===== src/rtl/lc3b_types.sv =====
// rtl/lc3b_types.sv - shared types for the pmem scheduler
package lc3b_types;

    typedef logic [127:0] lc3b_line;

    typedef enum logic [2:0] {
        IDLE    = 3'd0,
        I_RD    = 3'd1,
        D_RD    = 3'd2,
        D_WR    = 3'd3,
        RECOVER = 3'd4
    } pmem_sched_state_t;

    localparam int STARVE_LIMIT_DEFAULT = 4;

endpackage


===== src/rtl/starve_counter.sv =====
// rtl/starve_counter.sv - counts D grants made while I waits
//
// Ports:
//   clk, reset  : clock, synchronous active-high reset
//   i_inc       : a D grant happened while I was requesting
//   i_clr       : an I grant happened
//   o_at_limit  : count has reached LIMIT
module starve_counter #(
    parameter int LIMIT = 4
) (
    input  logic clk,
    input  logic reset,
    input  logic i_inc,
    input  logic i_clr,
    output logic o_at_limit
);

    localparam int W = $clog2(LIMIT + 1);

    logic [W-1:0] r_count;

    assign o_at_limit = (r_count == W'(LIMIT));

    // Saturates at LIMIT so the count can never wrap back to zero.
    always_ff @(posedge clk) begin
        if (reset) begin
            r_count <= '0;
        end else if (i_clr) begin
            r_count <= '0;
        end else if (i_inc && !o_at_limit) begin
            r_count <= r_count + 1'b1;
        end
    end

endmodule


===== src/rtl/pmem_scheduler.sv =====
// rtl/pmem_scheduler.sv - arbitrates I-cache and D-cache line requests onto pmem
//
// Ports:
//   clk, reset                      : clock, synchronous active-high reset
//   icache_pmem_read/address        : I-cache line read request
//   dcache_pmem_read/write/address/wdata : D-cache line request
//   icache_mem_resp/rdata           : I completion and line data
//   dcache_mem_resp/rdata           : D completion and line data
//   pmem_read/write/address/wdata   : physical memory request
//   pmem_resp/rdata                 : physical memory completion and data
//
// Build option: PMEM_SCHED_STARVE_GUARD_EN adds a starvation guard that forces
// an I grant after STARVE_LIMIT consecutive D grants while I is waiting.
module pmem_scheduler
    import lc3b_types::*;
#(
    parameter int STARVE_LIMIT = STARVE_LIMIT_DEFAULT
) (
    input  logic        clk,
    input  logic        reset,
    input  logic        icache_pmem_read,
    input  logic [15:0] icache_pmem_address,
    input  logic        dcache_pmem_read,
    input  logic        dcache_pmem_write,
    input  logic [15:0] dcache_pmem_address,
    input  lc3b_line    dcache_pmem_wdata,
    output logic        icache_mem_resp,
    output lc3b_line    icache_mem_rdata,
    output logic        dcache_mem_resp,
    output lc3b_line    dcache_mem_rdata,
    output logic        pmem_read,
    output logic        pmem_write,
    output logic [15:0] pmem_address,
    output lc3b_line    pmem_wdata,
    input  logic        pmem_resp,
    input  lc3b_line    pmem_rdata
);

    if (STARVE_LIMIT < 1) begin : g_bad_limit
        $error("STARVE_LIMIT must be at least 1");
    end

    pmem_sched_state_t r_state;
    pmem_sched_state_t w_next;
    logic [15:0]       r_address;
    lc3b_line          r_wdata;
    logic              w_grant;
    logic              w_force_i;

`ifdef PMEM_SCHED_STARVE_GUARD_EN
    logic w_at_limit;

    starve_counter #(
        .LIMIT (STARVE_LIMIT)
    ) u_starve_counter (
        .clk        (clk),
        .reset      (reset),
        .i_inc      (w_grant && (w_next == D_RD || w_next == D_WR) && icache_pmem_read),
        .i_clr      (w_grant && (w_next == I_RD)),
        .o_at_limit (w_at_limit)
    );

    assign w_force_i = w_at_limit && icache_pmem_read;
`else
    assign w_force_i = 1'b0;
`endif

    always_comb begin
        w_next = r_state;
        case (r_state)
            IDLE: begin
                // A write wins over a read when the D-cache raises both.
                if (w_force_i)               w_next = I_RD;
                else if (dcache_pmem_write)  w_next = D_WR;
                else if (dcache_pmem_read)   w_next = D_RD;
                else if (icache_pmem_read)   w_next = I_RD;
            end
            I_RD, D_RD, D_WR: begin
                if (pmem_resp) w_next = RECOVER;
            end
            // One dead cycle lets the requester drop its request before
            // IDLE samples it again.
            RECOVER: w_next = IDLE;
            default: w_next = IDLE;
        endcase
    end

    assign w_grant = (r_state == IDLE) && (w_next != IDLE);

    always_ff @(posedge clk) begin
        if (reset) begin
            r_state   <= IDLE;
            r_address <= '0;
            r_wdata   <= '0;
        end else begin
            r_state <= w_next;
            if (w_grant) begin
                r_address <= (w_next == I_RD) ? icache_pmem_address : dcache_pmem_address;
            end
            if (w_grant && (w_next == D_WR)) begin
                r_wdata <= dcache_pmem_wdata;
            end
        end
    end

    assign pmem_read       = (r_state == I_RD) || (r_state == D_RD);
    assign pmem_write      = (r_state == D_WR);
    assign pmem_address    = r_address;
    assign pmem_wdata      = r_wdata;
    assign icache_mem_resp = (r_state == I_RD) && pmem_resp;
    assign dcache_mem_resp = ((r_state == D_RD) || (r_state == D_WR)) && pmem_resp;
    assign icache_mem_rdata = pmem_rdata;
    assign dcache_mem_rdata = pmem_rdata;

endmodule


===== config.mk =====
export PLATFORM = sky130hd
export DESIGN_NAME = pmem_scheduler
export DESIGN_NICKNAME = d
export VERILOG_FILES = /design/src/rtl/lc3b_types.sv /design/src/rtl/starve_counter.sv /design/src/rtl/pmem_scheduler.sv
export SDC_FILE = /design/constraint.sdc
export NUM_CORES = 1
export LEC_CHECK = 0
export ABC_AREA = 1
export CAP_MARGIN = 20
export CORE_AREA = 2 2 273 275
export CTS_CLUSTER_DIAMETER = 40
export DETAILED_ROUTE_END_ITERATION = 7
export DIE_AREA = 0 0 275 277
export GPL_ROUTABILITY_DRIVEN = 0
export REMOVE_ABC_BUFFERS = 1
export SYNTH_ARGS = -nofsm -noshare
export SYNTH_HDL_FRONTEND = slang
export SYNTH_HIERARCHICAL = 1
export SYNTH_SLANG_ARGS = --single-unit

===== constraint.sdc =====
create_clock -name clk -period 1.5 [get_ports clk]
set_clock_uncertainty 0.05 [all_clocks]
set_input_delay 0.3 -clock clk [delete_from_list [all_inputs] [get_ports clk]]
set_output_delay 0.3 -clock clk [all_outputs]
set_load 0.05 [all_outputs]

==> flow_metrics.tcl <==
set metrics [dict create \
    outcome "finished with violations" \
    violations "negative setup slack" \
    nFillCells 8039 \
    synth_cell_types 22 \
    m1WireLength_mm 22.7 \
    start_kind "register" \
    fp-row-count 100 \
    crit_path_end_kind "output port" \
    syn_area_um2 7420 \
    final-hold-violation-count 0 \
    dieArea_um2 76200 \
    relSlewSlack_pct 68.5 \
    synth_xor_xnor_area_share_pct 0 \
    multi_input_area_um2 3250 \
    cts_sinks 147 \
    placed_area_um2 11600 \
    drt-initial-drc-count 354 \
    worstReg2RegStart "r_state[1]$_SDFF_PP0_" \
    synthSimpleGateAreaFrac_pct 20.2 \
    power.density_nw_per_um2 1500 \
    drive_above_1_share_pct 41.4 \
    required_ns 1.15 \
    viasPerCell 3.54 \
    syn_inst 1015 \
    clk_pin_slew_ns 0.07 \
    finalWirelength_mm 79.9 \
    setup-violations-final 148 \
    clk_path_buf_depth 2 \
    synth-adder-area-share_pct 0 \
    wl_per_cell_um 37.8 \
    hp-class "primary input to register" \
    io_pins 698 \
    crit_fanout 3 \
    port_buffers 313 \
    fmax_mhz 547 \
    ant_nets 0 \
    fin_area_um2 14200 \
    yosysSeqAreaShare_pct 39.6 \
    hp-start "dcache_pmem_wdata[41]" \
    fin_hold_ws_ns 0.358 \
    wl_met3_mm 20.8 \
    worstMarginPinSlew_ns 0.467 \
    ff_latch_area_um2 2950 \
    peakVddDrop_mv 0.822 \
    vias 7492 \
    h-tree-depth 4 \
    coreArea_um2 73600 \
    finalNonFillerCells 2115 \
    period_minus_slack_ns 1.83 \
    fin_setup_tns_ns -34.68 \
    dp.cells 2039 \
    post-place-ws_ns -0.630 \
    cts_made_buffers 17 \
    cpMaxStageDelayCell "dfxtp_2" \
    r2r-end "pmem_wdata[98]$_SDFFE_PP0P_" \
    critical_path_class "register to output port" \
    yosysWarnings 6 \
    rr_worst_depth 12 \
    antenna_found_initial 8 \
    grt.overflow.total 0 \
    hold_buffers 0 \
    root_buffer "clkbuf_16" \
    fp.dieH_um 277 \
    cpPeakStageDelay_ns 0.35 \
    routed.top_layer "met5" \
    rrSetupSlack_ns -0.31 \
    fin_nets 1423 \
    hold_path_depth 3 \
    min_to "pmem_wdata[41]$_SDFFE_PP0P_" \
    grt_max_degree 34 \
    dr.pass1.iters 4 \
    synth_compound_area_share_pct 8.95 \
    fin_crit_sh_pct 122 \
    syn_area_per_cell_um2 7.31 \
    drv_cap 0 \
    initial_core_util_pct 10.1 \
    critPathArrivalTime_ns 1.48 \
    drv_slew 0 \
    areaGrowthSynthToFinish_pct 91.9 \
    p_leak_nw 5.52 \
    dp_hpwl_mm 65.1 \
    path_cells "buf_6 -> buf_4 -> nand2_2 -> o21ai_2 -> buf_12" \
    synth_top_family_by_area "buffers and inverters" \
    muxShareOfSynthArea_pct 0 \
    synth_seq_cells 147 \
    grt_pass1_wl_mm 90.2 \
    cts_tree "done" \
    dieWidth_um 275 \
    drc 0 \
    grt_pass1_vias 6599 \
    wl_met2_mm 33.6 \
    insertion_delay_ns 0.49 \
    grt_use_total_pct 19.4 \
    rsz0062_at_grt "true" \
    setup_slack_ns -0.330 \
]
[through the flow]
step / total power (W) / util (%)
3_5_place_dp: 0.0145 / 15.8
5_1_grt: 0.0224 / 19.3
6_report: 0.0214 / 19.4
2_1_floorplan: 0.00926 / -
3_3_place_gp: 0.0144 / 15.8
4_1_cts: 0.0195 / 17.0
[where the power goes]
group | switching (W) | total (W) | internal [W]
logic | 0.00577 | 0.0112 | 0.00544
registers | 0.000981 | 0.00564 | 0.00465
clock network | 0.00219 | 0.00455 | 0.00236
[worst max path at each step]
| stage | depth (start not counted) | slack (ns) | from | endpoint |
|---|---|---|---|---|
| 5_1_grt | 13 | -0.41 | r_state[1]$_SDFF_PP0_ | pmem_wdata[98]$_SDFFE_PP0P_ |
| 3_3_place_gp | 10 | -0.61 | icache_pmem_read | pmem_wdata[67]$_SDFFE_PP0P_ |
| 4_1_cts | 4 | -0.37 | r_state[1]$_SDFF_PP0_ | icache_mem_resp |
| 6_report | 5 | -0.33 | r_state[1]$_SDFF_PP0_ | pmem_read |
| 3_5_place_dp | 10 | -0.63 | icache_pmem_read | pmem_wdata[67]$_SDFFE_PP0P_ |
| 2_1_floorplan | 9 | -2.17 | r_state[1]$_SDFF_PP0_ | pmem_wdata[0]$_SDFFE_PP0P_ |
[synth_stat cells]
| cell | count | area (µm²) |
|---|---|---|
| o21ai_0 | 97 | 485 |
| nand3_1 | 3 | 15.0 |
| nor2_1 | 309 | 1160 |
| buf_4 | 264 | 1980 |
| dfxtp_1 | 147 | 2940 |
| nor2_2 | 1 | 6.26 |
| clkbuf_1 | 23 | 86.3 |
| a21oi_1 | 1 | 5.00 |
| clkbuf_2 | 2 | 10.0 |
| nand2_2 | 3 | 18.8 |
| o21ai_2 | 1 | 8.76 |
| nor4_1 | 1 | 6.26 |
| nand3b_1 | 1 | 7.51 |
| nand3_2 | 1 | 10.0 |
| nand2_1 | 71 | 267 |
| buf_6 | 1 | 11.3 |
| clkinv_1 | 1 | 3.75 |
| nor2_4 | 1 | 11.3 |
| inv_1 | 38 | 143 |
| buf_2 | 14 | 70.1 |
| inv_2 | 2 | 7.51 |
| o21ai_1 | 33 | 165 |
[registers in the layout, summed over array words and instances (netlist names)]
name          cells
pmem_address     16
r_state           3
pmem_wdata      128
[routing by layer]
metal | global-route usage [%] | up-vias
met1 | 15.2 | 3341
met4 | 3.74 | 24
met2 | 28.1 | 932
met3 | 25.2 | 76
li1 | - | 3119
met5 | 12.3 | -
[cells in the final DEF (no fill, tap or decap), types with 2 or more instances in the layout]
master / count
buf_12: 165
buf_16: 8
buf_4: 21
buf_6: 15
buf_8: 7
clkbuf_16: 34
clkdlybuf4s50_1: 165
clkinvlp_4: 2
dfxtp_1: 141
dfxtp_2: 5
diode_2: 4
inv_1: 37
inv_4: 2
inv_6: 4
inv_8: 6
nand2_1: 49
nand2_2: 9
nand2_4: 16
nand3_1: 2
nand3_4: 2
nor2_1: 201
nor2_2: 37
nor2_4: 73
o21ai_0: 14
o21ai_1: 57
o21ai_2: 50
o21ai_4: 10
[final cells by class]
cell class / instances / share of cell area, %
clock inverters: 15 / 1.13
flip-flops and latches: 147 / 20.7
inverters: 41 / 1.30
clock buffers: 17 / 2.99
multi-input cells: 523 / 22.8
repair inverters: 1 / 0.114
well taps: 969 / 8.51
diodes: 4 / 0.0703
repair buffers: 398 / 42.3
[worst max-delay path, delay by kind of cell (launching register included)]
| family | cells | cell delay (ns) |
|---|---|---|
| compound gates | 1 | 0.17 |
| simple gates | 1 | 0.08 |
| flops | 1 | 0.35 |
| buf+inv | 3 | 0.38 |
[logic make-up after synthesis]
group	Yosys count
compound gates	132
simple gates	391
buf+inv	345
flops	147
[timing repair]
action,in CTS,in global routing
cloned,2,21
resized for setup,105,334
endpoints found under the setup margin,151,151
buffers inserted,8,14
pin swaps,8,93
No activity file was read; power rests on OpenSTA's default activity.
==> patch: new RTL, same flow settings <==
Register the input `icache_pmem_address` before use. The logic sees it one clock later. The other inputs are not delayed to match.
--- a/src/rtl/pmem_scheduler.sv
+++ b/src/rtl/pmem_scheduler.sv
@@ -35,6 +35,12 @@
     input  logic        pmem_resp,
     input  lc3b_line    pmem_rdata
 );
+
+    logic [15:0] icache_pmem_address_q;
+
+    always_ff @(posedge clk) begin
+        icache_pmem_address_q <= icache_pmem_address;
+    end
 
     if (STARVE_LIMIT < 1) begin : g_bad_limit
         $error("STARVE_LIMIT must be at least 1");
@@ -95,7 +101,7 @@
         end else begin
             r_state <= w_next;
             if (w_grant) begin
-                r_address <= (w_next == I_RD) ? icache_pmem_address : dcache_pmem_address;
+                r_address <= (w_next == I_RD) ? icache_pmem_address_q : dcache_pmem_address;
             end
             if (w_grant && (w_next == D_WR)) begin
                 r_wdata <= dcache_pmem_wdata;
Behaviour: not the same (Yosys sat finds a counterexample within 4 cycles, from zero or initial values and one cycle with reset high).
==> patch against the original RTL <==
The run still ends with negative setup slack left. Wire length increased by 5.3%. Synthesized cell count unchanged. Setup slack improved by 0.057 ns. Total power decreased by 9.3%. Design area increased by 4.3%. Sequential share of layout area increased by 1.5 points. Sequential cell count increased by 16. Via count increased by 5.9%. Synthesized area increased by 10%. Largest cell class unchanged.
==> patch: results (changes against the original RTL) <==
Outcome
  – Status: finished, violations left (unchanged)
  – Failing checks: negative setup slack (unchanged)

Critical path
  – Reg2reg start: r_state[0]$_SDFF_PP0_ (was r_state[1]$_SDFF_PP0_)
  – WP data arrival: 1.42 ns (was 1.48 ns)
  – Reg2reg setup slack: -0.24 ns (was -0.31 ns)
  – CP max FO: 4 (was 3)
  – Reg2reg path depth: 11 (was 12)
  – Worst reg2reg path endpoint: pmem_wdata[33]$_SDFFE_PP0P_ (was pmem_wdata[98]$_SDFFE_PP0P_)

Global route
  – Met1 usage: 17.36% (was 15.23%)
  – Largest net degree at the start of global routing: 112 (was 34)
  – Met3 Use GR: 26.20% (was 25.22%)
  – GRT Resource Usage Total: 21.13% (was 19.39%)
  – First-pass GRT wire length: 99150 µm (was 90160 µm)
  – Met2 GRT Util: 29.88% (was 28.13%)

Min path
  – WHS Endpoint: icache_pmem_address_q[8]$_DFF_P_ (was pmem_wdata[41]$_SDFFE_PP0P_)
  – Worst hold start: icache_pmem_address[8] (was dcache_pmem_wdata[41])
  – Worst Hold Path Cells: 1 (was 3)

Pwr
  – Sw frac: 40.22% (was 41.80%)
  – Leakage: 5.495 nW (was 5.517 nW)
  – VDD IR max: 0.9302 mV (was 0.8220 mV)

Synth
  – Sequential share of the synthesized area: 39.94% (was 39.65%)
  – Synth top cells by count: buf_4 (259), dfxtp_1 (163), nand3_1 (163), nand2_1 (138), a21oi_1 (99) (was nor2_1 (309), buf_4 (264), dfxtp_1 (147), o21ai_0 (97), nand2_1 (71))
  – Compound-Gate Fraction of Synth Area: 10.58% (was 8.951%)
  – Post-synthesis cell type count: 17 (was 22)
  – Synth top area cells: dfxtp_1 (40%), buf_4 (24%), nand3_1 (10%) (was dfxtp_1 (40%), buf_4 (27%), nor2_1 (16%))
  – Syn avg cell area: 8.048 µm² (was 7.312 µm²)

Drt
  – Vias per inst: 3.772 (was 3.542)
  – Iter 0 DRT Violations: 501 (was 354)
  – WL/cell: 39.96 µm (was 37.77 µm)

Timing
  – Smallest setup slack after layout: -0.2730 ns (was -0.3298 ns)
  – Worst slew pin tran: 0.8013 ns (was 0.4670 ns)
  – Setup Viol. Count Final: 148 (unchanged)

Placed design
  – Post-DP HPWL: 68550 µm (was 65090 µm)
  – Placed inst area: 0.01231 mm² (was 0.01165 mm²)
  – Place WS: -0.5885 ns (was -0.6299 ns)

Cells and area
  – Share of cells above drive strength 1: 46.51% (was 41.42%)
  – Final nets: 1414 (was 1423)
  – # fillers: 8047 (was 8039)

CTS
  – Clock buffer depth: 2 (unchanged)
  – Clock Tree Root: clkbuf_16 (unchanged)
[patch: per-stage QoR]
stage	cells	TNS [ns]	total power, mW	hold slack [ns]	utilization (%)
after floorplan	695	-292.21	8.259	0.2777	-
after global placement	2023	-77.70	12.57	0.4344	16.73
after detailed placement	2023	-77.74	12.59	0.4396	16.73
after CTS	2087	-28.18	18.80	0.1623	18.86
after global routing	2102	-39.61	20.26	0.1760	20.18
final	2104	-27.59	19.42	0.2044	20.19
[patch: per-layer routing]
metal  up-vias  part of all wire [%]
met4        27                   3.1
li1       3262                     -
met5         -                   1.7
met3        87                    26
met2       923                    41
met1      3637                    29
[patch: cell families (layout without fill, tap and decap cells)]
logic type             after synthesis  count (layout)
buffers and inverters              362             478
DFF                                163             163
and+or+nand+nor                    342             344
other                                0               2
AOI/OAI and AO/OA                  148             148
[patch: power groups by stage]
| stage | combinational, mW | clock (mW) | sequential, mW |
|---|---|---|---|
| floorplan | 1.51 | 0 | 6.75 |
| global placement | 7.11 | 0 | 5.46 |
| detailed placement | 7.13 | 0 | 5.46 |
| CTS | 8.45 | 4.97 | 5.38 |
| global route | 9.62 | 5.10 | 5.54 |
| finish | 9.17 | 4.76 | 5.49 |
[patch: repair_timing]
action | 4_1_cts | 5_1_grt
setup endpoints to repair | 155 | 151
gates resized for setup | 83 | 223
buffers inserted | 15 | 7
pin swaps | 3 | 8
gates cloned | 17 | 11
[patch: worst max path at each step]
stage                                         to             startpoint
finish                                 pmem_read  r_state[0]$_SDFF_PP0_
global placement    pmem_wdata[118]$_SDFFE_PP0P_      dcache_pmem_write
floorplan           pmem_wdata[100]$_SDFFE_PP0P_  r_state[2]$_SDFF_PP0_
detailed placement  pmem_wdata[115]$_SDFFE_PP0P_       dcache_pmem_read
CTS                                   pmem_write  r_state[1]$_SDFF_PP0_
global route         pmem_wdata[21]$_SDFFE_PP0P_  r_state[0]$_SDFF_PP0_
[patch: layout make-up]
type	instances	area (µm²)	area share, %
timing repair buffer	404	6182	41.62
tap	969	1212	8.162
clock inverter	15	201.4	1.356
sequential	163	3308	22.27
antenna	2	5.005	0.03369
clock buffer	17	425.4	2.864
multi-input combinational	492	3342	22.50
inverter	42	177.7	1.196
[patch: worst max-delay path: stages, from the launching register on]
cell	delay, ns
dfxtp_4	0.37
buf_6	0.12
buf_4	0.13
o21ai_4	0.15
buf_12	0.16
